**config.mk**
```make
export PLATFORM = sky130hd
export DESIGN_NAME = mul_div_unit
export DESIGN_NICKNAME = d
export VERILOG_FILES = /design/src/rtl/mul_div_unit.sv
export SDC_FILE = /design/constraint.sdc
export NUM_CORES = 1
export LEC_CHECK = 0
export ABC_AREA = 1
export CORE_UTILIZATION = 30
export DETAILED_ROUTE_END_ITERATION = 8
export GPL_ROUTABILITY_DRIVEN = 1
export PLACE_DENSITY = 0.58
export SLEW_MARGIN = 0
export SYNTH_ARGS = -nofsm -noshare
export SYNTH_HDL_FRONTEND = slang
export SYNTH_SLANG_ARGS = --single-unit
export TNS_END_PERCENT = 20
```
**constraint.sdc**
```tcl
create_clock -name clk -period 6.09 [get_ports clk]
set_clock_uncertainty 0.1 [all_clocks]
set_input_delay 0.609 -clock clk [delete_from_list [all_inputs] [get_ports clk]]
set_output_delay 0.609 -clock clk [all_outputs]
set_load 0.02 [all_outputs]
```
**src/rtl/mul_div_unit.sv**
```systemverilog
// mul_div_unit: iterative multiply/divide unit with architectural HI/LO registers.
// Radix-2 shift-add multiply and restoring divide run on magnitudes, one bit per
// cycle, and a final FIX cycle applies the recorded signs and writes HI/LO.
module mul_div_unit #(
  parameter int unsigned WIDTH = 32
) (
  input  logic             clk,
  input  logic             reset,
  input  logic             start,
  input  logic [2:0]       op,
  input  logic [WIDTH-1:0] In1,
  input  logic [WIDTH-1:0] In2,
  input  logic             flush,
  output logic             busy,
  output logic             done,
  output logic [WIDTH-1:0] Hi,
  output logic [WIDTH-1:0] Lo
);

  localparam int unsigned W  = WIDTH;
  localparam int unsigned AW = 2 * WIDTH;
  localparam int unsigned CW = $clog2(WIDTH + 1);

  localparam logic [2:0] OP_MULT  = 3'b000;
  localparam logic [2:0] OP_MULTU = 3'b001;
  localparam logic [2:0] OP_DIV   = 3'b010;
  localparam logic [2:0] OP_DIVU  = 3'b011;
  localparam logic [2:0] OP_MTHI  = 3'b100;
  localparam logic [2:0] OP_MTLO  = 3'b101;

  typedef enum logic [1:0] {
    S_IDLE = 2'd0,
    S_MUL  = 2'd1,
    S_DIV  = 2'd2,
    S_FIX  = 2'd3
  } state_t;

  state_t         state_q, state_d;
  logic [CW-1:0]  cnt_q, cnt_d;
  logic [W-1:0]   opa_q, opa_d;    // multiplicand or divisor magnitude
  logic [AW-1:0]  acc_q, acc_d;    // product, or {remainder, quotient/dividend}
  logic           neg_q, neg_d;    // product or quotient sign
  logic           rneg_q, rneg_d;  // remainder sign
  logic           div_q, div_d;
  logic           dz_q, dz_d;
  logic [W-1:0]   hi_q, hi_d;
  logic [W-1:0]   lo_q, lo_d;
  logic           busy_q, busy_d;
  logic           done_q, done_d;

  logic           sgn_op;
  logic [W-1:0]   mag1, mag2;
  logic [W:0]     mul_sum;
  logic [W:0]     div_shift;
  logic           div_ge;
  logic [W-1:0]   div_diff;
  logic [AW-1:0]  prod_fix;
  logic [W-1:0]   quo_fix, rem_fix;

  assign busy = busy_q;
  assign done = done_q;
  assign Hi   = hi_q;
  assign Lo   = lo_q;

  // Operand magnitudes and one-step datapath results
  always_comb begin
    sgn_op    = ~op[0];
    mag1      = (sgn_op && In1[W-1]) ? (~In1 + W'(1)) : In1;
    mag2      = (sgn_op && In2[W-1]) ? (~In2 + W'(1)) : In2;
    mul_sum   = {1'b0, acc_q[AW-1:W]} + (acc_q[0] ? {1'b0, opa_q} : (W+1)'(0));
    div_shift = {acc_q[AW-1:W], acc_q[W-1]};
    div_ge    = (div_shift >= {1'b0, opa_q});
    div_diff  = div_shift[W-1:0] - opa_q;
    prod_fix  = neg_q  ? (~acc_q + AW'(1)) : acc_q;
    quo_fix   = neg_q  ? (~acc_q[W-1:0] + W'(1)) : acc_q[W-1:0];
    rem_fix   = rneg_q ? (~acc_q[AW-1:W] + W'(1)) : acc_q[AW-1:W];
  end

  // Next-state and register-update logic
  always_comb begin
    state_d = state_q;
    cnt_d   = cnt_q;
    opa_d   = opa_q;
    acc_d   = acc_q;
    neg_d   = neg_q;
    rneg_d  = rneg_q;
    div_d   = div_q;
    dz_d    = dz_q;
    hi_d    = hi_q;
    lo_d    = lo_q;
    done_d  = 1'b0;
    busy_d  = 1'b0;

    case (state_q)
      S_IDLE: begin
        if (start) begin
          case (op)
            OP_MULT, OP_MULTU: begin
              opa_d   = mag1;
              acc_d   = {W'(0), mag2};
              neg_d   = sgn_op & (In1[W-1] ^ In2[W-1]);
              rneg_d  = 1'b0;
              div_d   = 1'b0;
              dz_d    = 1'b0;
              cnt_d   = CW'(W);
              state_d = S_MUL;
            end
            OP_DIV, OP_DIVU: begin
              // Divide by zero keeps the raw dividend so it comes out as the remainder
              dz_d    = (In2 == W'(0));
              opa_d   = mag2;
              acc_d   = {W'(0), (In2 == W'(0)) ? In1 : mag1};
              neg_d   = sgn_op & (In2 != W'(0)) & (In1[W-1] ^ In2[W-1]);
              rneg_d  = sgn_op & (In2 != W'(0)) & In1[W-1];
              div_d   = 1'b1;
              cnt_d   = CW'(W);
              state_d = S_DIV;
            end
            OP_MTHI: begin
              hi_d   = In1;
              done_d = 1'b1;
            end
            OP_MTLO: begin
              lo_d   = In1;
              done_d = 1'b1;
            end
            default: ;
          endcase
        end
      end
      S_MUL: begin
        acc_d = {mul_sum, acc_q[W-1:1]};
        cnt_d = cnt_q - CW'(1);
        if (cnt_q == CW'(1)) state_d = S_FIX;
      end
      S_DIV: begin
        if (div_ge) acc_d = {div_diff, acc_q[W-2:0], 1'b1};
        else        acc_d = {div_shift[W-1:0], acc_q[W-2:0], 1'b0};
        cnt_d = cnt_q - CW'(1);
        if (cnt_q == CW'(1)) state_d = S_FIX;
      end
      S_FIX: begin
        if (div_q) begin
          hi_d = rem_fix;
          lo_d = dz_q ? {W{1'b1}} : quo_fix;
        end else begin
          {hi_d, lo_d} = prod_fix;
        end
        done_d  = 1'b1;
        state_d = S_IDLE;
      end
      default: state_d = S_IDLE;
    endcase

    // Squash overrides everything, including a same-cycle request
    if (flush) begin
      state_d = S_IDLE;
      hi_d    = hi_q;
      lo_d    = lo_q;
      done_d  = 1'b0;
    end

    busy_d = (state_d != S_IDLE);
  end

  // State and architectural registers
  always_ff @(posedge clk or posedge reset) begin
    if (reset) begin
      state_q <= S_IDLE;
      cnt_q   <= '0;
      opa_q   <= '0;
      acc_q   <= '0;
      neg_q   <= 1'b0;
      rneg_q  <= 1'b0;
      div_q   <= 1'b0;
      dz_q    <= 1'b0;
      hi_q    <= '0;
      lo_q    <= '0;
      busy_q  <= 1'b0;
      done_q  <= 1'b0;
    end else begin
      state_q <= state_d;
      cnt_q   <= cnt_d;
      opa_q   <= opa_d;
      acc_q   <= acc_d;
      neg_q   <= neg_d;
      rneg_q  <= rneg_d;
      div_q   <= div_d;
      dz_q    <= dz_d;
      hi_q    <= hi_d;
      lo_q    <= lo_d;
      busy_q  <= busy_d;
      done_q  <= done_d;
    end
  end

endmodule

```
==> impl_metrics.csv <==
group,metric,value,unit
outcome,status,"complete, no violations",
route,drc_errors,0,
job,cap_violations,0,
die,std_cell_rows,91,
grt,grt_overflow,0,
pwr,power_density,437,nW/µm²
placed_design,gp_congestion,1.04,
route,drt-total-wl,88000,µm
pwr,p_int,4.07,mW
pwr,total_power,9.33,mW
final_layout,final_design_area_no_fill,21400,µm²
route,num_vias,22199,
worst_setup_path,crit_cells,14,
timing,hold_viol,0,
die,ios,137,
clock_tree,clk_pin_slew,0.07,ns
timing,setup_violations,0,
timing,tightest_slew,1.17,ns
worst_setup_path,endpoint,"acc_q[60]",
die,dieArea,63300,µm²
synthesis,ys.flop_type,"dfrtp_1",
route,vias_per_cell,5.35,
clock_tree,cts_max_level,4,
synthesis,synth_top_area_cell,"dfrtp_1",
route,drtPass1Iterations,8,
timing,report.final.slew_viol_count,0,
synthesis,syn-num-nets,3382,
final_layout,drive_gt1_share,3.89,%
die,initial_core_util,30.3,%
pwr,switching_share,56.4,%
worst_setup_path,cp_slowest_cell,"nand2_2",
worst_setup_path,r2r_cells,14,
clock_tree,hold_buffers,0,
pwr,leakagePower,11.0,nW
die,die_x,252,µm
worst_setup_path,cp_max_fo,33,
synthesis,synth_edf_count,0,
worst_setup_path,arrival,4.22,ns
worst_setup_path,crit_chain,"inv_1 -> ha_1 -> nand2_1 -> nor3_1 -> nand2_1 -> nor2_1 -> nand2_2 -> nand2_2 -> nand2_1 -> nand2_1 -> nand2_1 -> nand2_1 -> nand2_1 -> nand2_1",
pwr,p_sw,5.26,mW
timing,grt_setup_unrepaired,"no",
clock_tree,cts_setup_buffers,0,
synthesis,synth.most_common_cell,"nand2_1",
hold_path,holdCritStartpoint,"Lo[18]",
clock_tree,cts_made_buffers,17,
synthesis,ys_types,45,
pwr,pwr-share-clk,12.4,%
grt,grt_pass1_wl,130000,µm
synthesis,netlist_instances,3235,
synthesis,ys_seq_elements,174,
timing,post-route-period-util,64.1,%
worst_setup_path,required,6.40,ns
route,avgRoutedWirePerCell,21.2,µm
grt,grt_max_degree,99,
placed_design,io_buffers,136,
worst_setup_path,setup.worst_path.end_class,"flip-flop",
worst_setup_path,path_common_cell,"nand2_1",
final_layout,n_antenna_cell,0,
clock_tree,clock_sinks,174,
worst_setup_path,cp.buffers_inverters,1,
worst_setup_path,cpPeakStageDelay,0.79,ns
synthesis,ys.warnings.count,0,
synthesis,synth_top_area_share,23.3,%
timing,fin_crit,3.91,ns
clock_tree,ctsRootBufferMaster,"clkbuf_16",
clock_tree,cts_buffer_depth,2,
synthesis,synthTopCellsByArea,"dfrtp_1, nand2_1, nor2_1",
worst_setup_path,crit_type,"reg -> reg",
grt,antenna_found_initial,1,
pwr,combPwrFrac,65.4,%
final_layout,fillers,7000,
route,antenna_left,0,
timing,slew_headroom,22.0,%
clock_tree,clk_latency,0.48,ns
clock_tree,cts_tree,"built",
timing,setup_tns,0,ns
worst_setup_path,cp_top_family,"simple AND/OR/NAND/NOR gates",
final_layout,fin_nets,3448,
worst_setup_path,crit_start,"opa_q[29]",
placed_design,dp_hpwl,71600,µm
grt,grt.total_usage,27.5,%
clock_tree,cts_resized,0,
hold_path,hold_class,"reg -> reg",
synthesis,syn_area,18700,µm²
synthesis,ys_seq_area_share,23.3,%
worst_setup_path,r2r-end,"acc_q[60]",
pwr,ir_worst_vdd,0.208,mV
grt,grt_pass1_vias,20857,
worst_setup_path,r2r_start,"opa_q[29]",
die,core_area,61600,µm²
synthesis,ys_top_cells_by_count,"nand2_1, nor2_1, inv_1, nand3_1, a21oi_1",
worst_setup_path,worstSetupStartpointType,"flip-flop",
route,drtIter0Drc,2739,
worst_setup_path,rrSetupSlack,2.18,ns
die,dieHeight,252,µm
timing,fmax,0.256,GHz
synthesis,synth.avg_cell_area,5.78,µm²
synthesis,async_flop_share,100,%
pwr,power_frac_seq,22.2,%
final_layout,synthToLayoutAreaGrowth,14.3,%
placed_design,placed_cell_area,20800,µm²
-- worst min-delay path by stage --
stage / endpoint / slack (ns) / cells past startpoint
global route: Lo[15] / 0.42 / 2
finish: Lo[18] / 0.39 / 2
floorplan: dz_q / 0.35 / 2
global placement: Lo[17] / 0.37 / 2
CTS: Lo[17] / 0.40 / 2
detailed placement: Lo[17] / 0.38 / 2
-- flip-flops by register name, summed over array words and instances, names as in the netlist --
| register | flops |
|---|---|
| busy | 1 |
| rneg_q | 1 |
| Lo | 32 |
| Hi | 32 |
| acc_q | 64 |
| opa_q | 32 |
| dz_q | 1 |
| cnt_q | 6 |
| state_q | 2 |
| neg_q | 1 |
| done | 1 |
| div_q | 1 |
-- cells in the final DEF, fill, tap and decap left out, drive strengths merged, types with 31 or more instances in the layout --
cell type      Yosys  layout
a21oi            177     177
a22oi             31      31
clkdlybuf4s50      0     136
dfrtp            174     174
ha                74      74
inv              427     435
nand2            971     971
nand3            333     333
nand4             37      37
nor2             473     473
nor3              34      34
o21ai            192     192
o22ai             53      53
xor2              46      46
-- power by group through the flow --
stage	logic [mW]	clock network (mW)	registers (mW)
finish	6.10	1.16	2.07
global route	6.62	1.21	2.12
CTS	5.95	1.16	2.07
detailed placement	5.93	0	2.09
global placement	5.94	0	2.08
floorplan	3.67	0	2.18
-- stage by stage --
stage	setup WS [ns]	cells	hold WS [ns]	util (%)
floorplan	0.664	3235	0.353	-
global placement	2.07	4119	0.369	33.7
detailed placement	2.04	4119	0.377	33.7
CTS	2.31	4151	0.395	34.7
global route	1.89	4151	0.421	34.7
finish	2.18	4151	0.394	34.7
-- layout make-up --
type                    count  area [µm²]  area share (%)
flip-flops and latches    174        4350            20.4
repair buffers            154        1510            7.06
multi-input cells        2522       12300            57.3
well taps                 837        1050            4.90
clock buffers              18         429            2.01
clock inverters            14         146           0.685
inverters                 432        1630            7.61
-- kinds of logic after synthesis --
| kind of cell | after synthesis | synth area share, % |
|---|---|---|
| flops | 174 | 23.3 |
| xor+xnor | 62 | 2.91 |
| fa+ha+maj | 76 | 5.17 |
| buf+inv | 539 | 11.3 |
| mux | 2 | 0.107 |
| compound gates | 508 | 15.1 |
| simple gates | 1874 | 42.1 |
-- metal layers --
| layer | vias up | GRT usage (%) | wire, µm |
|---|---|---|---|
| met4 | 2 | 15.5 | 5420 |
| met1 | 10345 | 35.3 | 36100 |
| li1 | 10577 | - | - |
| met3 | 204 | 5.72 | 7760 |
| met5 | - | 0 | 19 |
| met2 | 1071 | 42.9 | 38700 |
-- tightest hold or removal path, delay by kind of cell, from the launching register on --
| family | cells | cell delay (ns) |
|---|---|---|
| and+or+nand+nor | 1 | 0.05 |
| AOI/OAI and AO/OA | 1 | 0.06 |
| DFF | 1 | 0.35 |
Note: power is estimated with default switching activity, not from simulation.
